<file path="config.mk">
export PLATFORM = sky130hd
export DESIGN_NAME = can_bit_destuff_flat
export DESIGN_NICKNAME = d
export VERILOG_FILES = /design/src/rtl/can_bit_destuff_if.sv /design/src/rtl/can_bit_destuff.sv /design/src/flat_wrapper.sv
export SDC_FILE = /design/constraint.sdc
export NUM_CORES = 1
export LEC_CHECK = 0
export ABC_AREA = 1
export ABC_CLOCK_PERIOD_IN_PS = 3500
export BUFFER_PORTS_ARGS = -buffer_cell sky130_fd_sc_hd__buf_4
export CAP_MARGIN = 20
export CORE_ASPECT_RATIO = 1.4
export CORE_MARGIN = 1
export CORE_UTILIZATION = 37
export CTS_CLUSTER_SIZE = 40
export DETAILED_ROUTE_END_ITERATION = 16
export PLACE_DENSITY = 0.61
export SYNTH_ARGS = -nofsm -noshare
export SYNTH_HDL_FRONTEND = slang
export SYNTH_SLANG_ARGS = --single-unit
</file>
<file path="constraint.sdc">
create_clock -name clk -period 3.5 [get_ports clk]
set_clock_uncertainty 0.2 [all_clocks]
set_input_delay 0.35 -clock clk [delete_from_list [all_inputs] [get_ports clk]]
set_output_delay 0.35 -clock clk [all_outputs]
set_load 0.05 [all_outputs]
</file>
<file path="src/rtl/can_bit_destuff_if.sv">
// Bus bundle between the sample logic and the CAN bit destuffer.
// master drives sampled bits and controls; slave is the destuffer.
interface can_bit_destuff_if;
  logic       sample_valid;
  logic       rx_bit;
  logic       stuff_en;
  logic       abort;
  logic       bit_out;
  logic       bit_valid;
  logic       stuff_drop;
  logic       stuff_err;
  logic       in_frame;
  logic [7:0] err_cnt;

  modport master (
    output sample_valid, rx_bit, stuff_en, abort,
    input  bit_out, bit_valid, stuff_drop, stuff_err, in_frame, err_cnt
  );

  modport slave (
    input  sample_valid, rx_bit, stuff_en, abort,
    output bit_out, bit_valid, stuff_drop, stuff_err, in_frame, err_cnt
  );
endinterface

</file>
<file path="src/rtl/can_bit_destuff.sv">
// CAN RX bit destuffer: removes stuff bits, flags stuff violations, detects bus idle.
// Optional saturating stuff-error counter enabled by defining DESTUFF_ERR_CNT_EN.
module can_bit_destuff #(
  parameter int RUN_LEN  = 5,
  parameter int IDLE_LEN = 11
) (
  input  logic               clk,
  input  logic               rst_n,
  can_bit_destuff_if.slave   bus
);

  localparam int RW = $clog2(IDLE_LEN + 1);
  localparam logic [RW-1:0] ZERO_W = RW'(0);
  localparam logic [RW-1:0] ONE_W  = RW'(1);
  localparam logic [RW-1:0] RUN_W  = RW'(RUN_LEN);
  localparam logic [RW-1:0] IDLE_W = RW'(IDLE_LEN);

  typedef enum logic [1:0] {
    IDLE  = 2'd0,
    RUN   = 2'd1,
    STUFF = 2'd2,
    ERR   = 2'd3
  } state_t;

  state_t        state_r;
  logic [RW-1:0] run_r;
  logic          last_r;
  logic          pass_r;
  logic          bit_out_r;
  logic          bit_valid_r;
  logic          stuff_drop_r;
  logic          stuff_err_r;
  logic          in_frame_r;

  logic [RW-1:0] run_inc_s;
  logic [RW-1:0] stuff_run_s;
  logic [RW-1:0] pass_run_s;
  logic [RW-1:0] ones_run_s;
  logic          err_hit_s;

  // Candidate run-counter values for each counting mode, plus the stuff-error condition
  always_comb begin
    run_inc_s   = (run_r >= IDLE_W) ? IDLE_W : run_r + ONE_W;
    // pass_r: previous sample was pass-through, so a stuffed run restarts at 1
    stuff_run_s = (!pass_r && (bus.rx_bit == last_r)) ? run_inc_s : ONE_W;
    pass_run_s  = bus.rx_bit ? (pass_r ? run_inc_s : ONE_W) : ZERO_W;
    ones_run_s  = bus.rx_bit ? run_inc_s : ZERO_W;
    err_hit_s   = !bus.abort && bus.sample_valid && (state_r == STUFF) &&
                  bus.stuff_en && (bus.rx_bit == last_r);
  end

  // Destuffing FSM with registered outputs
  always_ff @(posedge clk) begin
    if (!rst_n) begin
      state_r      <= IDLE;
      run_r        <= ZERO_W;
      last_r       <= 1'b1;
      pass_r       <= 1'b0;
      bit_out_r    <= 1'b1;
      bit_valid_r  <= 1'b0;
      stuff_drop_r <= 1'b0;
      stuff_err_r  <= 1'b0;
      in_frame_r   <= 1'b0;
    end else begin
      bit_valid_r  <= 1'b0;
      stuff_drop_r <= 1'b0;
      stuff_err_r  <= 1'b0;
      if (bus.abort) begin
        state_r    <= IDLE;
        run_r      <= ZERO_W;
        last_r     <= 1'b1;
        pass_r     <= 1'b0;
        in_frame_r <= 1'b0;
      end else if (bus.sample_valid) begin
        case (state_r)
          IDLE: begin
            if (!bus.rx_bit) begin
              state_r     <= RUN;
              run_r       <= ONE_W;
              last_r      <= 1'b0;
              pass_r      <= 1'b0;
              bit_out_r   <= 1'b0;
              bit_valid_r <= 1'b1;
              in_frame_r  <= 1'b1;
            end else begin
              state_r <= IDLE;
            end
          end
          RUN, STUFF: begin
            if ((state_r == STUFF) && bus.stuff_en) begin
              if (err_hit_s) begin
                stuff_err_r <= 1'b1;
                state_r     <= ERR;
                run_r       <= ZERO_W;
                in_frame_r  <= 1'b0;
              end else begin
                // Stuff bit is dropped but opens the next run
                stuff_drop_r <= 1'b1;
                last_r       <= bus.rx_bit;
                run_r        <= ONE_W;
                state_r      <= RUN;
                in_frame_r   <= 1'b1;
              end
            end else begin
              bit_valid_r <= 1'b1;
              bit_out_r   <= bus.rx_bit;
              last_r      <= bus.rx_bit;
              if (bus.stuff_en) begin
                pass_r     <= 1'b0;
                run_r      <= stuff_run_s;
                state_r    <= (stuff_run_s == RUN_W) ? STUFF : RUN;
                in_frame_r <= 1'b1;
              end else begin
                pass_r <= 1'b1;
                if (pass_run_s == IDLE_W) begin
                  state_r    <= IDLE;
                  run_r      <= ZERO_W;
                  last_r     <= 1'b1;
                  in_frame_r <= 1'b0;
                end else begin
                  state_r    <= RUN;
                  run_r      <= pass_run_s;
                  in_frame_r <= 1'b1;
                end
              end
            end
          end
          ERR: begin
            if (ones_run_s == IDLE_W) begin
              state_r <= IDLE;
              run_r   <= ZERO_W;
              last_r  <= 1'b1;
            end else begin
              state_r <= ERR;
              run_r   <= ones_run_s;
            end
            in_frame_r <= 1'b0;
          end
          default: begin
            state_r    <= IDLE;
            run_r      <= ZERO_W;
            last_r     <= 1'b1;
            in_frame_r <= 1'b0;
          end
        endcase
      end else begin
        state_r <= state_r;
      end
    end
  end

  assign bus.bit_out    = bit_out_r;
  assign bus.bit_valid  = bit_valid_r;
  assign bus.stuff_drop = stuff_drop_r;
  assign bus.stuff_err  = stuff_err_r;
  assign bus.in_frame   = in_frame_r;

`ifdef DESTUFF_ERR_CNT_EN
  logic [7:0] err_cnt_r;

  // Saturating stuff-error counter, cleared only by reset
  always_ff @(posedge clk) begin
    if (!rst_n) begin
      err_cnt_r <= 8'h00;
    end else if (err_hit_s && (err_cnt_r != 8'hFF)) begin
      err_cnt_r <= err_cnt_r + 8'h01;
    end else begin
      err_cnt_r <= err_cnt_r;
    end
  end

  assign bus.err_cnt = err_cnt_r;
`else
  assign bus.err_cnt = 8'h00;
`endif

endmodule

</file>
<file path="src/flat_wrapper.sv">
// flat-port wrapper written by rule: the top's interface ports become plain ports
module can_bit_destuff_flat 
#(
  parameter int RUN_LEN  = 5,
  parameter int IDLE_LEN = 11
)
  (clk, rst_n, bus_sample_valid, bus_rx_bit, bus_stuff_en, bus_abort, bus_bit_out, bus_bit_valid, bus_stuff_drop, bus_stuff_err, bus_in_frame, bus_err_cnt);
  can_bit_destuff_if bus_i ();
  input  logic clk;
  input  logic rst_n;
  input wire logic [$bits(bus_i.sample_valid)-1:0] bus_sample_valid;
  input wire logic [$bits(bus_i.rx_bit)-1:0] bus_rx_bit;
  input wire logic [$bits(bus_i.stuff_en)-1:0] bus_stuff_en;
  input wire logic [$bits(bus_i.abort)-1:0] bus_abort;
  output wire logic [$bits(bus_i.bit_out)-1:0] bus_bit_out;
  output wire logic [$bits(bus_i.bit_valid)-1:0] bus_bit_valid;
  output wire logic [$bits(bus_i.stuff_drop)-1:0] bus_stuff_drop;
  output wire logic [$bits(bus_i.stuff_err)-1:0] bus_stuff_err;
  output wire logic [$bits(bus_i.in_frame)-1:0] bus_in_frame;
  output wire logic [$bits(bus_i.err_cnt)-1:0] bus_err_cnt;
  assign bus_i.sample_valid = bus_sample_valid;
  assign bus_i.rx_bit = bus_rx_bit;
  assign bus_i.stuff_en = bus_stuff_en;
  assign bus_i.abort = bus_abort;
  assign bus_bit_out = bus_i.bit_out;
  assign bus_bit_valid = bus_i.bit_valid;
  assign bus_stuff_drop = bus_i.stuff_drop;
  assign bus_stuff_err = bus_i.stuff_err;
  assign bus_in_frame = bus_i.in_frame;
  assign bus_err_cnt = bus_i.err_cnt;
  can_bit_destuff #(.RUN_LEN(RUN_LEN), .IDLE_LEN(IDLE_LEN)) u_core (.clk(clk), .rst_n(rst_n), .bus(bus_i));
endmodule
</file>
==> metrics.md <==
| Metric | Value |
|---|---|
| Die ar. | `2959 sq um` |
| Syn Area/Cell | `approximately 6.6 sq um` |
| Synth-to-layout area growth | `9.988%` |
| Vias per inst | `about 5.0` |
| Number of post-CTS setup repair buffers | `0` |
| Vias in the first global route | `slightly above 900` |
| Worst r2r dst | `u_core.bus.bit_out$_SDFFE_PN1P_` |
| Die Ht | `roughly 64 microns` |
| Flop2flop setup slack | `1.52 ns` |
| Share of cells above drive strength 1 | `0.1807` |
| Total GRT Usage | `0.1856` |
| HP Class | `input pin to register` |
| Worst path bufs/invs | `2` |
| Nets@finish | `approximately 180` |
| Cell area after placement | `approximately 1100 sq um` |
| Final ANT Viol Nets | `0` |
| Setup TNS | `0 ns` |
| Max FO, Critical Path | `7` |
| Vias | `approximately 1k` |
| Reg2reg path depth | `7` |
| Worst vdd ir | `around 0.00023 V` |
| Power Dens Cells | `283.0 nW/um^2` |
| Port bufs | `10` |
| CTS sink cnt | `13` |
| Cts bufs inserted | `3` |
| Wirelength per Cell | `between 10 and 15 microns` |
| Top Ports | `19` |
| CP Launch Type | `register` |
| Clock Tree Root | `clkbuf_4` |
| WL final | `between 2000 and 2500 microns` |
| Hold_buf cts | `0` |
| Longest Clk Path Bufs | `2` |
| Mapped Cells | `roughly 150` |
| Largest net degree at the start of global routing | `10` |
| Final Setup Violations | `0` |
| Status | `finished clean` |
| Crit path DAT | `~2 ns` |
| Post-detail-place hpwl | `around 2000 microns` |
| Worst reg2reg startpoint | `u_core.state_r[0]$_SDFFE_PP0P_` |
| Initial antenna violation count | `0` |
| RePlAce Congestion | `between 0.8 and 0.9` |
| Overflow after GRT | `0` |
| Endpoint class of the critical path | `register` |
| Max-cap viol count | `0` |
| Unique masters post-synth | `26` |
| TritonRoute pass-1 iters | `5` |
| CTS clk-pin slew, worst paths | `around 0.080 ns` |
| Tcrit/Tclk final | `0.5662` |
| Die W | `46.26 microns` |
| Initial Util | `0.3880` |
| Critical Path RT | `3.50 ns` |
| Hold path cells | `2` |
| YS warnings | `0` |
| First-pass GRT wire length | `3946 microns` |
| Final Hold Viols | `0` |
| Cell area after layout | `1116 sq um` |
| Clock latency on the worst-skew pair | `0.28 ns` |
| # DRC | `0` |
| Peak per-stage delay on the critical path | `around 0.38 ns` |
| Hold EP | `u_core.bus.bit_out$_SDFFE_PN1P_` |
| Starting DRC count in detailed routing | `17` |
| RSZ-0062 raised after global routing | `false` |
| Max Slew Vio Count | `0` |
| Critical path's top delay family | `compound AO/OA/AOI/OAI gates` |
| Max H-tree Level | `1` |
| Leak Pwr | `between 0.5 and 0.6 nW` |
| CORE AREA | `about 2600 sq um` |
| Post-CTS Resized | `0` |
| HP Start | `rst_n` |
| CTS tree | `yes` |
| Util after Layout | `0.4268` |
| Critical path type | `register to register` |
| ANT cells | `0` |
| Synth Cell Area | `1015 sq um` |
| #FFs+latches synth | `13` |
| Sequential element share of the synthesized area | `0.2565` |
| Fmax achieved | `0.5046 GHz` |
| Post-layout min period | `approximately 2.0 ns` |
| Crit-path most repeated cell | `inv_1` |
| Slowest CP cell | `dfxtp_1` |
| Worst path cell trace | `inv_1 > ha_1 > a21oi_1 > inv_1 > nor3_1 > nand3_1 > o211ai_1` |
| Rows | `22` |
layout by cell type, fill, tap and decap left out, types with 5 or more instances in the layout:
cell type	instances
a21oi_1	11
dfxtp_1	13
nor2_1	9
inv_1	19
nand3_1	17
buf_4	10
ha_1	5
conb_1	8
nand2_2	6
nand2_1	33
o21ai_0	8
through the flow:
stage	cells	setup WS [ns]	hold WS (ns)	total power, W
2_1_floorplan	161	1.857	0.2486	0.0002162
3_3_place_gp	198	1.560	0.2877	0.0002242
6_report	202	1.518	0.08964	0.0003158
5_1_grt	202	1.383	0.07862	0.0003295
3_5_place_dp	198	1.535	0.2974	0.0002240
4_1_cts	202	1.524	0.08897	0.0003182
cells in the mapped netlist:
cell type / count / share of area
buf_4: 8 / 0.059
a2111oi_0: 1 / 0.0086
inv_2: 1 / 0.0037
o21a_1: 1 / 0.0074
o21ai_1: 3 / 0.015
a21oi_2: 2 / 0.017
nand3_1: 17 / 0.084
inv_6: 1 / 0.0086
buf_6: 1 / 0.011
nand2_1: 33 / 0.12
o21ai_0: 8 / 0.039
nor4_2: 1 / 0.012
nand2_4: 2 / 0.022
o211ai_1: 1 / 0.0074
nor3_1: 3 / 0.015
nand2_2: 6 / 0.037
o21ai_2: 1 / 0.0086
a21oi_1: 11 / 0.054
conb_1: 1 / 0.0037
ha_1: 5 / 0.062
nor2_4: 1 / 0.011
dfxtp_1: 13 / 0.26
nor2_2: 2 / 0.012
nand4_1: 3 / 0.018
nor2_1: 9 / 0.033
inv_1: 19 / 0.070
how the worst max path moves through the flow:
stage	start	endpoint	slack [ns]	cells past startpoint
floorplan	u_core.state_r[0]$_SDFFE_PP0P_	u_core.state_r[1]$_SDFFE_PP0P_	1.86	8
global placement	u_core.state_r[1]$_SDFFE_PP0P_	u_core.pass_r$_SDFFE_PP0P_	1.56	7
detailed placement	u_core.state_r[1]$_SDFFE_PP0P_	u_core.bus.bit_out$_SDFFE_PN1P_	1.53	7
CTS	u_core.state_r[0]$_SDFFE_PP0P_	u_core.bus.bit_out$_SDFFE_PN1P_	1.52	7
global route	u_core.state_r[1]$_SDFFE_PP0P_	u_core.state_r[1]$_SDFFE_PP0P_	1.38	8
finish	u_core.state_r[0]$_SDFFE_PP0P_	u_core.bus.bit_out$_SDFFE_PN1P_	1.52	7
state kept, by name, summed over array words and instances (netlist names):
name	count
u_core.bus.stuff_err	1
u_core.bus.in_frame	1
u_core.last_r	1
u_core.bus.bit_out	1
u_core.run_r	4
u_core.bus.stuff_drop	1
u_core.state_r	2
u_core.bus.bit_valid	1
u_core.pass_r	1
per-layer routing:
metal,routed length [microns],GRT usage,vias to the layer above
met5,0,0,-
met4,63,0.09559,0
met3,101,0.03672,8
met2,1361,0.3363,31
met1,936,0.1856,449
li1,-,-,514
power by group:
group | internal [W] | leakage, nW | switching (W) | total [W]
logic | 0.0000154 | 0.382 | 0.0000520 | 0.0000675
registers | 0.000151 | 0.105 | 0.00000260 | 0.000154
clock network | 0.0000443 | 0.0150 | 0.0000506 | 0.0000948
total | 0.000211 | 0.503 | 0.000105 | 0.000316
cell type report:
cell class / instances / area [sq um]
clock buffers: 4 / 26.28
fillers: 282 / 1499
inverters: 21 / 83.83
multi-input cells: 118 / 625.6
flip-flops and latches: 13 / 260.3
well taps: 36 / 45.04
repair buffers: 10 / 75.07
cells by family (layout without fill, tap and decap cells):
kind of cell | after synthesis | count (layout) | synth area share
AO/OA/AOI/OAI | 28 | 28 | 0.1578
flip-flops | 13 | 13 | 0.2565
buffers and inverters | 30 | 35 | 0.1529
adder cells (fa/ha/maj) | 5 | 5 | 0.06165
other | 1 | 8 | 0.003696
AND/OR/NAND/NOR | 77 | 77 | 0.3674
Note: power is estimated with default switching activity, not from simulation.
